`config.mk`:
```
export PLATFORM = sky130hd
export DESIGN_NAME = lcd_refresh_scheduler
export DESIGN_NICKNAME = d
export VERILOG_FILES = /design/src/rtl/lcd_pkg.sv /design/src/rtl/lcd_tick_gen.sv /design/src/rtl/lcd_refresh_scheduler.sv
export SDC_FILE = /design/constraint.sdc
export NUM_CORES = 1
export LEC_CHECK = 0
export BUFFER_PORTS_ARGS = -buffer_cell sky130_fd_sc_hd__buf_2
export CORE_MARGIN = 3
export CORE_UTILIZATION = 30
export CTS_BUF_LIST = sky130_fd_sc_hd__clkbuf_8
export CTS_CLUSTER_DIAMETER = 30
export DETAILED_ROUTE_END_ITERATION = 7
export SLEW_MARGIN = 20
export SYNTH_ARGS = -nofsm -noshare
export SYNTH_HDL_FRONTEND = slang
export SYNTH_HIERARCHICAL = 1
export SYNTH_SLANG_ARGS = --single-unit
```
`constraint.sdc`:
```
create_clock -name clk -period 6.2 [get_ports clk]
set_clock_uncertainty 0.1 [all_clocks]
set_input_delay 0.93 -clock clk [delete_from_list [all_inputs] [get_ports clk]]
set_output_delay 0.93 -clock clk [all_outputs]
set_load 0.005 [all_outputs]
```
`src/rtl/lcd_pkg.sv`:
```
// Shared types and constants for the LCD refresh scheduler.
package lcd_pkg;

  typedef enum logic [1:0] {
    IDLE = 2'd0,
    ARM  = 2'd1,
    CONV = 2'd2,
    MSG  = 2'd3
  } lcd_state_e;

  localparam int unsigned LCD_CHARS     = 32;
  localparam logic [4:0]  LCD_LAST_ADDR = 5'd31;
  localparam logic [7:0]  ASCII_SPACE   = 8'h20;

endpackage

```
`src/rtl/lcd_tick_gen.sv`:
```
// Refresh tick divider: counts 0..DIV-1 while enabled and emits a tick on wrap.
// A wrap while frozen still restarts the period but produces no tick.
module lcd_tick_gen #(
  parameter int unsigned DIV = 5000000
) (
  input  logic clk,
  input  logic rst_n,
  input  logic enable_i,
  input  logic freeze_i,
  output logic tick_o
);

  localparam int unsigned CW = $clog2(DIV);

  logic [CW-1:0] cnt_q, cnt_d;
  logic          wrap;

  assign wrap   = enable_i && (cnt_q == CW'(DIV - 1));
  assign tick_o = wrap && !freeze_i;

  // Next count: held at zero while disabled, restarts on wrap.
  always_comb begin
    cnt_d = cnt_q + 1'b1;
    if (!enable_i || wrap) cnt_d = '0;
  end

  // Count register.
  always_ff @(posedge clk or negedge rst_n) begin
    if (!rst_n) cnt_q <= '0;
    else        cnt_q <= cnt_d;
  end

endmodule

```
`src/rtl/lcd_refresh_scheduler.sv`:
```
// Sequences the binary-to-LCD converter and arbitrates the 32-character
// buffer write port between the converter and the message/menu writer.
//
// state | meaning
// IDLE  | waiting; message request wins over a pending refresh tick
// ARM   | conv_update held high for UPD_W cycles, timeout already running
// CONV  | converter writes forwarded; ends on addr 31 or timeout
// MSG   | buffer granted to the message writer while msg_req stays high
module lcd_refresh_scheduler
  import lcd_pkg::*;
#(
  parameter int unsigned REFRESH_DIV  = 5000000,
  parameter int unsigned UPD_W        = 2,
  parameter int unsigned CONV_TIMEOUT = 1024
) (
  input  logic       clk,
  input  logic       rst_n,
  input  logic       enable,
  input  logic       freeze,
  input  logic       mode_req,
  output logic       conv_update,
  output logic       conv_ismagphase,
  input  logic       conv_we,
  input  logic [4:0] conv_addr,
  input  logic [7:0] conv_dat,
  input  logic       msg_req,
  output logic       msg_gnt,
  input  logic       msg_we,
  input  logic [4:0] msg_addr,
  input  logic [7:0] msg_dat,
  output logic       buf_we,
  output logic [4:0] buf_addr,
  output logic [7:0] buf_dat,
  output logic       busy,
  output logic       frame_done,
  output logic       timeout_err
);

  localparam int unsigned UW = $clog2(UPD_W + 1);
  localparam int unsigned TW = $clog2(CONV_TIMEOUT + 1);

  lcd_state_e    state_q, state_d;
  logic          tick;
  logic          tick_pend_q, tick_pend_d;
  logic          mag_q, mag_d;
  logic [UW-1:0] upd_cnt_q, upd_cnt_d;
  logic [TW-1:0] to_cnt_q, to_cnt_d;
  logic          err_q, err_d;
  logic          bwe_q, bwe_d;
  logic [4:0]    baddr_q, baddr_d;
  logic [7:0]    bdat_q, bdat_d;
  logic          fdone_q, fdone_d;

  lcd_tick_gen #(.DIV(REFRESH_DIV)) u_tick (
    .clk      (clk),
    .rst_n    (rst_n),
    .enable_i (enable),
    .freeze_i (freeze),
    .tick_o   (tick)
  );

  assign conv_update     = (state_q == ARM);
  assign conv_ismagphase = mag_q;
  assign msg_gnt         = (state_q == MSG) && msg_req;
  assign busy            = (state_q != IDLE);
  assign buf_we          = bwe_q;
  assign buf_addr        = baddr_q;
  assign buf_dat         = bdat_q;
  assign frame_done      = fdone_q;
  assign timeout_err     = err_q;

  // Next-state, write mux and timeout down-counter; the counter is loaded on
  // IDLE->ARM so the budget covers the update pulse as well as the writes.
  always_comb begin
    state_d     = state_q;
    tick_pend_d = tick_pend_q | tick;
    mag_d       = mag_q;
    upd_cnt_d   = upd_cnt_q;
    to_cnt_d    = to_cnt_q;
    err_d       = err_q;
    bwe_d       = 1'b0;
    baddr_d     = baddr_q;
    bdat_d      = bdat_q;
    fdone_d     = 1'b0;
    case (state_q)
      IDLE: begin
        if (msg_req) begin
          state_d = MSG;
        end else if (tick_pend_q) begin
          state_d     = ARM;
          tick_pend_d = tick;
          mag_d       = mode_req;
          upd_cnt_d   = UW'(UPD_W - 1);
          to_cnt_d    = TW'(CONV_TIMEOUT - 1);
        end
      end
      ARM: begin
        if (to_cnt_q != '0) to_cnt_d = to_cnt_q - 1'b1;
        if (upd_cnt_q == '0) state_d = CONV;
        else                 upd_cnt_d = upd_cnt_q - 1'b1;
      end
      CONV: begin
        if (conv_we) begin
          bwe_d   = 1'b1;
          baddr_d = conv_addr;
          bdat_d  = conv_dat;
        end
        if (conv_we && (conv_addr == LCD_LAST_ADDR)) begin
          fdone_d = 1'b1;
          state_d = IDLE;
          if (enable) err_d = 1'b0;
        end else if (to_cnt_q == '0) begin
          err_d   = 1'b1;
          state_d = IDLE;
        end else begin
          to_cnt_d = to_cnt_q - 1'b1;
        end
      end
      MSG: begin
        if (!msg_req) begin
          state_d = IDLE;
        end else if (msg_we) begin
          bwe_d   = 1'b1;
          baddr_d = msg_addr;
          bdat_d  = msg_dat;
        end
      end
      default: state_d = IDLE;
    endcase
  end

  // State and output registers; reset aborts any frame in flight.
  always_ff @(posedge clk or negedge rst_n) begin
    if (!rst_n) begin
      state_q     <= IDLE;
      tick_pend_q <= 1'b0;
      mag_q       <= 1'b0;
      upd_cnt_q   <= '0;
      to_cnt_q    <= '0;
      err_q       <= 1'b0;
      bwe_q       <= 1'b0;
      baddr_q     <= '0;
      bdat_q      <= '0;
      fdone_q     <= 1'b0;
    end else begin
      state_q     <= state_d;
      tick_pend_q <= tick_pend_d;
      mag_q       <= mag_d;
      upd_cnt_q   <= upd_cnt_d;
      to_cnt_q    <= to_cnt_d;
      err_q       <= err_d;
      bwe_q       <= bwe_d;
      baddr_q     <= baddr_d;
      bdat_q      <= bdat_d;
      fdone_q     <= fdone_d;
    end
  end

endmodule

```
==> results.json, run 1 <==
{
  "diodes": 0,
  "drive_gt1_share_pct": 20.5,
  "rsz0062_at_grt": "no",
  "period_share_pct": 47.0,
  "final_cell_count_no_fill": 490,
  "synth_top_flop_cell": "dfrtp_1",
  "finalSetupViolations": 0,
  "syn_inst": 312,
  "routedWlPerCell_um": 13.3,
  "clk_pin_slew_worst_paths_ps": 100,
  "portBuffers": 53,
  "tns_ps": 0,
  "place_hpwl_mm": 4.70,
  "end_kind": "primary output",
  "drv_cap": 0,
  "synth_top_area_cell": "dfrtp_1",
  "htree_levels": 2,
  "cp.buffers_inverters": 1,
  "cts_sinks": 56,
  "synth.avg_cell_area_sq_um": 9.58,
  "grt_max_degree": 57,
  "slew_headroom_pct": 30.6,
  "drc": 0,
  "status": "completed",
  "worst_slew_pin_slew_ps": 1040,
  "grt_usage_pct": 11.6,
  "synth_seq_area_share_pct": 46.9,
  "ir_drop_mv": 0.164,
  "drt_iter0_markers": 88,
  "start_util_pct": 31.6,
  "fmax_mhz": 343,
  "grt_pass1_vias": 2322,
  "final.min_clock_period_ps": 2910,
  "synth_top_area_share_pct": 46.9,
  "ys_ff_latch": 56,
  "antenna_found_initial": 0,
  "synthArstFlopShare_pct": 100,
  "hold_violations": 0,
  "place_inst": 482,
  "num_io_pins": 54,
  "critPathArrivalTime_ps": 1880,
  "clock_path_buffers": 2,
  "hold_buffers": 0,
  "required_ps": 5170,
  "synthesis.area_sq_mm": 0.00299,
  "power_density_mw_per_mm2": 329,
  "num_rows": 35,
  "syn_nets": 354,
  "synth.distinct_cells": 51,
  "critPathMaxStageDelay_ps": 780,
  "cp_cell_sequence": "ha_1 > and2_1 > buf_2",
  "routabilityCongestion": 0.804,
  "core_area_sq_mm": 0.00946,
  "nFillCells": 994,
  "setup.worst_path.class": "flip-flop to primary output",
  "insertion_delay_ps": 310,
  "cts_setup_buffers": 0,
  "cts-resized-gates": 0,
  "die_w_um": 106,
  "via_per_inst": 4.89,
  "ys_warn_count": 6,
  "synth-edff-count": 0,
  "dr.pass1.iters": 4,
  "cts_inserted_buffers": 5,
  "cp_top_family": "adder cells",
  "clockRootBuffer": "clkbuf_8",
  "power.leakage_nw": 1.43,
  "grt_first_pass_wirelength_mm": 10.9,
  "finalNetCount": 402,
  "finalWirelength_mm": 6.50,
  "num_vias": 2398,
  "cts_tree": "done",
  "cpMaxStageDelayCell": "ha_1",
  "die_h_um": 106,
  "die-area_sq_mm": 0.0112,
  "path_max_fanout": 17,
  "synth_area_leaders": "dfrtp_1 (47%), mux2i_1 (6.0%), nor2_1 (5.5%)",
  "ant_nets": 0,
  "worst_setup_path_start_kind": "flip-flop",
  "area_growth_pct": 16.4,
  "hold_class": "flip-flop to flip-flop",
  "final-max-slew-violation-count": 0,
  "gr-total-overflow": 0
}
## cells in the final DEF (no fill, tap or decap), drive strengths merged, types with 10 or more instances in the layout
cell type  count
xnor2         13
a21oi         32
nor2          44
mux2i         18
inv           18
nand3         10
nand2         15
dfrtp         56
buf           55
## worst paths after layout
kind | start | endpoint | slack (ps) | cells after the start
worst min-delay path | to_cnt_q[9] | to_cnt_q[9] | 390 | 1
worst min register to register | to_cnt_q[9] | to_cnt_q[9] | 390 | 1
min in group asynchronous | rst_n | buf_dat[4] | 640 | 2
worst max register to register | u_tick/cnt_q[0] | u_tick/cnt_q[7] | 3440 | 6
max in group asynchronous | rst_n | to_cnt_q[10] | 4900 | 2
worst max-delay path | state_q[1] | msg_gnt | 3290 | 3
## metal layers
metal / GRT usage [%] / vias up / wire [um]
li1: - / 1197 / -
met1: 15.6 / 1159 / 3010
met2: 19.6 / 35 / 3230
met3: 2.20 / 7 / 210
met4: 2.59 / 0 / 53
met5: 0 / - / 0
## cell type report
| type | instances | area (sq um) | area share, % |
|---|---|---|---|
| Multi-Input combinational cell | 225 | 1480 | 42.6 |
| Clock buffer | 5 | 68.8 | 1.98 |
| Timing Repair Buffer | 55 | 280 | 8.06 |
| Inverter | 17 | 63.8 | 1.83 |
| Sequential cell | 56 | 1400 | 40.3 |
| Clock inverter | 3 | 21.3 | 0.612 |
| Tap cell | 129 | 161 | 4.64 |
## metrics by stage
stage	instance area, sq um	worst slack, ps	utilization (%)	hold WS (ps)	power (mW)
global placement	3380	3090	35.7	372	0.929
detailed placement	3380	2980	35.7	373	0.944
floorplan	2990	3870	-	342	0.796
CTS	3470	3210	36.7	391	1.15
finish	3480	3290	36.8	388	1.15
global route	3480	3160	36.8	425	1.24
## kinds of logic (layout without fill, tap and decap cells)
family / Yosys count / after routing / synth area share [%]
AO/OA/AOI/OAI: 62 / 62 / 12.4
XOR/XNOR: 15 / 15 / 4.40
adder cells (fa/ha/maj): 8 / 8 / 3.35
buffers and inverters: 31 / 80 / 4.19
flip-flops: 56 / 56 / 46.9
multiplexers: 19 / 19 / 6.40
AND/OR/NAND/NOR: 121 / 121 / 22.4
## power by group
| part | total [mW] | switching [mW] | internal [mW] | leakage [nW] |
|---|---|---|---|---|
| sequential | 0.479 | 0.0442 | 0.435 | 0.678 |
| combinational | 0.460 | 0.271 | 0.188 | 0.710 |
| clock | 0.207 | 0.127 | 0.0806 | 0.0445 |
| total | 1.15 | 0.442 | 0.703 | 1.43 |
## synthesized netlist by cell type (4+ instances only)
cell type,number
mux2i_1,18
nand2_1,15
nand2b_1,6
ha_1,8
nand4_1,6
o21ai_0,6
a31oi_1,8
nor4_1,7
nor3_1,9
dfrtp_1,56
nor2_1,44
inv_1,17
a21oi_1,31
clkbuf_1,7
or3_1,4
and2_1,4
nand3_1,8
buf_2,6
xnor2_1,13
## registers in the layout, summed over array words and instances, names as in the netlist
name,cells
upd_cnt_q,2
u_tick/cnt_q,23
conv_ismagphase,1
buf_dat,8
state_q,2
to_cnt_q,11
tick_pend_q,1
buf_addr,5
buf_we,1
timeout_err,1
frame_done,1
No activity file was read; power rests on OpenSTA's default activity.
==> run 2: changes to the inputs <==
==> constraint.sdc (replaced) <==
create_clock -name clk -period 2.9 [get_ports clk]
set_clock_uncertainty 0.1 [all_clocks]
set_input_delay 0.435 -clock clk [delete_from_list [all_inputs] [get_ports clk]]
set_output_delay 0.435 -clock clk [all_outputs]
set_load 0.005 [all_outputs]
==> results.json, run 2 (same netlist as run 1, synthesis figures left out) <==
{
  "status": "finished with violations",
  "violations": "hold timing",
  "comb_power_share_pct": 41.3,
  "die_w_um": 106,
  "dr.pass1.iters": 4,
  "placed_area_sq_mm": 0.00340,
  "start_util_pct": 31.6,
  "grt_max_degree": 26,
  "cts_inserted_buffers": 5,
  "path_max_fanout": 10,
  "nFillCells": 984,
  "r2r_cells": 7,
  "ff_latch_area_sq_mm": 0.00140,
  "cp_top_family": "simple AND/OR/NAND/NOR gates",
  "top_register": "u_tick/cnt_q",
  "worst_slew_pin_slew_ps": 553,
  "diodes": 0,
  "drive_gt1_share_pct": 22.1,
  "num_io_pins": 54,
  "p_clk_share_pct": 17.9,
  "finalWirelength_mm": 6.52,
  "hold_ws_ps": -9.11,
  "cpMaxStageDelayCell": "nor4_1",
  "final_common_cell": "dfrtp_1",
  "p_switching_mw": 0.952,
  "report.power.total_mw": 2.50,
  "r2r-end": "to_cnt_q[4]",
  "place_hpwl_mm": 4.86,
  "htree_levels": 2,
  "mostFrequentLayoutCells": "dfrtp_1 (56), buf_2 (53), nor2_1 (44)",
  "slew_headroom_pct": 62.9,
  "clock_path_buffers": 2,
  "power.internal_mw": 1.55,
  "insertion_delay_ps": 310,
  "hold_violations": 23,
  "largest_reg_flops": 23,
  "crit-reg2reg-launch": "to_cnt_q[0]",
  "period_share_pct": 88.4,
  "hold_buffers": 0,
  "grt_usage_pct": 11.9,
  "die-area_sq_mm": 0.0112,
  "required_ps": 3030,
  "ir_drop_mv": 0.346,
  "final.min_clock_period_ps": 2560,
  "ant_nets": 0,
  "power_density_mw_per_mm2": 709,
  "antenna_found_initial": 0,
  "drc": 0,
  "critPathArrivalTime_ps": 2690,
  "routedWlPerCell_um": 13.1,
  "switching_share_pct": 38.0,
  "setup.worst_path.class": "flip-flop to flip-flop",
  "seq_power_share_pct": 40.8,
  "multiInputGateArea_sq_mm": 0.00149,
  "busiest_layer": "met2",
  "gr-total-overflow": 0,
  "grt_first_pass_wirelength_mm": 11.3,
  "fin_area_sq_mm": 0.00353,
  "cts_tree": "done",
  "grt_pass1_vias": 2397,
  "power.leakage_nw": 1.47,
  "grt_use_met2_pct": 18.9,
  "final-max-slew-violation-count": 0,
  "num_rows": 35,
  "worst_setup_path_start_kind": "flip-flop",
  "cp_cell_sequence": "inv_1 > ha_1 > or3b_1 > nor4_1 > nor4b_4 > and2_1 > a41oi_1",
  "drv_cap": 0,
  "num_vias": 2424,
  "core_area_sq_mm": 0.00946,
  "use_met3_pct": 2.57,
  "finalSetupViolations": 0,
  "finalNetCount": 408,
  "final_cell_count_no_fill": 496,
  "end_kind": "flip-flop",
  "cp.buffers_inverters": 1,
  "place_inst": 485,
  "critPathLaunch": "to_cnt_q[0]",
  "drt_iter0_markers": 139,
  "clk_pin_slew_worst_paths_ps": 110,
  "hold_class": "primary input to async pin",
  "rsz0062_at_grt": "no",
  "critPathMaxStageDelay_ps": 520,
  "cts_sinks": 56,
  "area_growth_pct": 18.1,
  "r2r_slack_ps": 340,
  "fmax_mhz": 390,
  "routabilityCongestion": 0.761,
  "portBuffers": 53,
  "die_h_um": 106,
  "clockRootBuffer": "clkbuf_8",
  "grt_use_met1_pct": 16.8,
  "via_per_inst": 4.89
}
## run 2: changes by cell type in the layout (fill, tap and decap cells not counted), sizes merged
| cell | delta |
|---|---|
| buf | +6 |
| clkinv | +1 |
| clkinvlp | -1 |
## run 2: what timing repair did
action	CTS	global route
setup endpoints to repair	3	2
pin swaps	0	1
setup buffers	0	3
gates resized for setup	1	1
endpoints found under the hold margin	0	0
## run 2: layout make-up
type	count	area share, %
multi-input combinational	225	42.1
inverter	17	1.81
sequential	56	39.7
clock buffer	5	1.95
tap	129	4.57
clock inverter	3	0.638
timing repair buffer	61	9.21
## run 2: worst register-to-register path, stage by stage, from the launching register on
cell and delay (ps):
dfrtp_1 420, inv_1 90, ha_1 210, or3b_1 500, nor4_1 520, nor4b_4 100
and2_1 300, a41oi_1 260
## run 2: worst max path at each step
stage,to,cells after the start
floorplan,state_q[1],8
global placement,to_cnt_q[5],7
detailed placement,to_cnt_q[4],7
CTS,to_cnt_q[5],7
global route,to_cnt_q[4],7
finish,to_cnt_q[4],7
## run 2: power by group through the flow
stage          Sequential, mW  Combinational, mW  Clock [mW]
2_1_floorplan            1.04              0.664           0
3_3_place_gp             1.03              0.967           0
3_5_place_dp             1.04              0.992           0
4_1_cts                  1.02               1.00       0.464
5_1_grt                  1.04               1.18       0.494
6_report                 1.02               1.03       0.449
## run 2: routing by layer
layer | wire, um | share of wire [%]
met5 | 0 | 0
met1 | 3130 | 48
met2 | 3120 | 48
met4 | 47 | 0.72
met3 | 222 | 3.4
## run 2: stage by stage
| stage | utilization, % | setup TNS [ps] | worst slack, ps |
|---|---|---|---|
| 6_report | 37.3 | 0 | 336 |
| 4_1_cts | 37.0 | 0 | 251 |
| 3_5_place_dp | 36.0 | -53.8 | -30.9 |
| 2_1_floorplan | - | 0 | 661 |
| 5_1_grt | 37.3 | 0 | 132 |
| 3_3_place_gp | 36.0 | 0 | 79.7 |
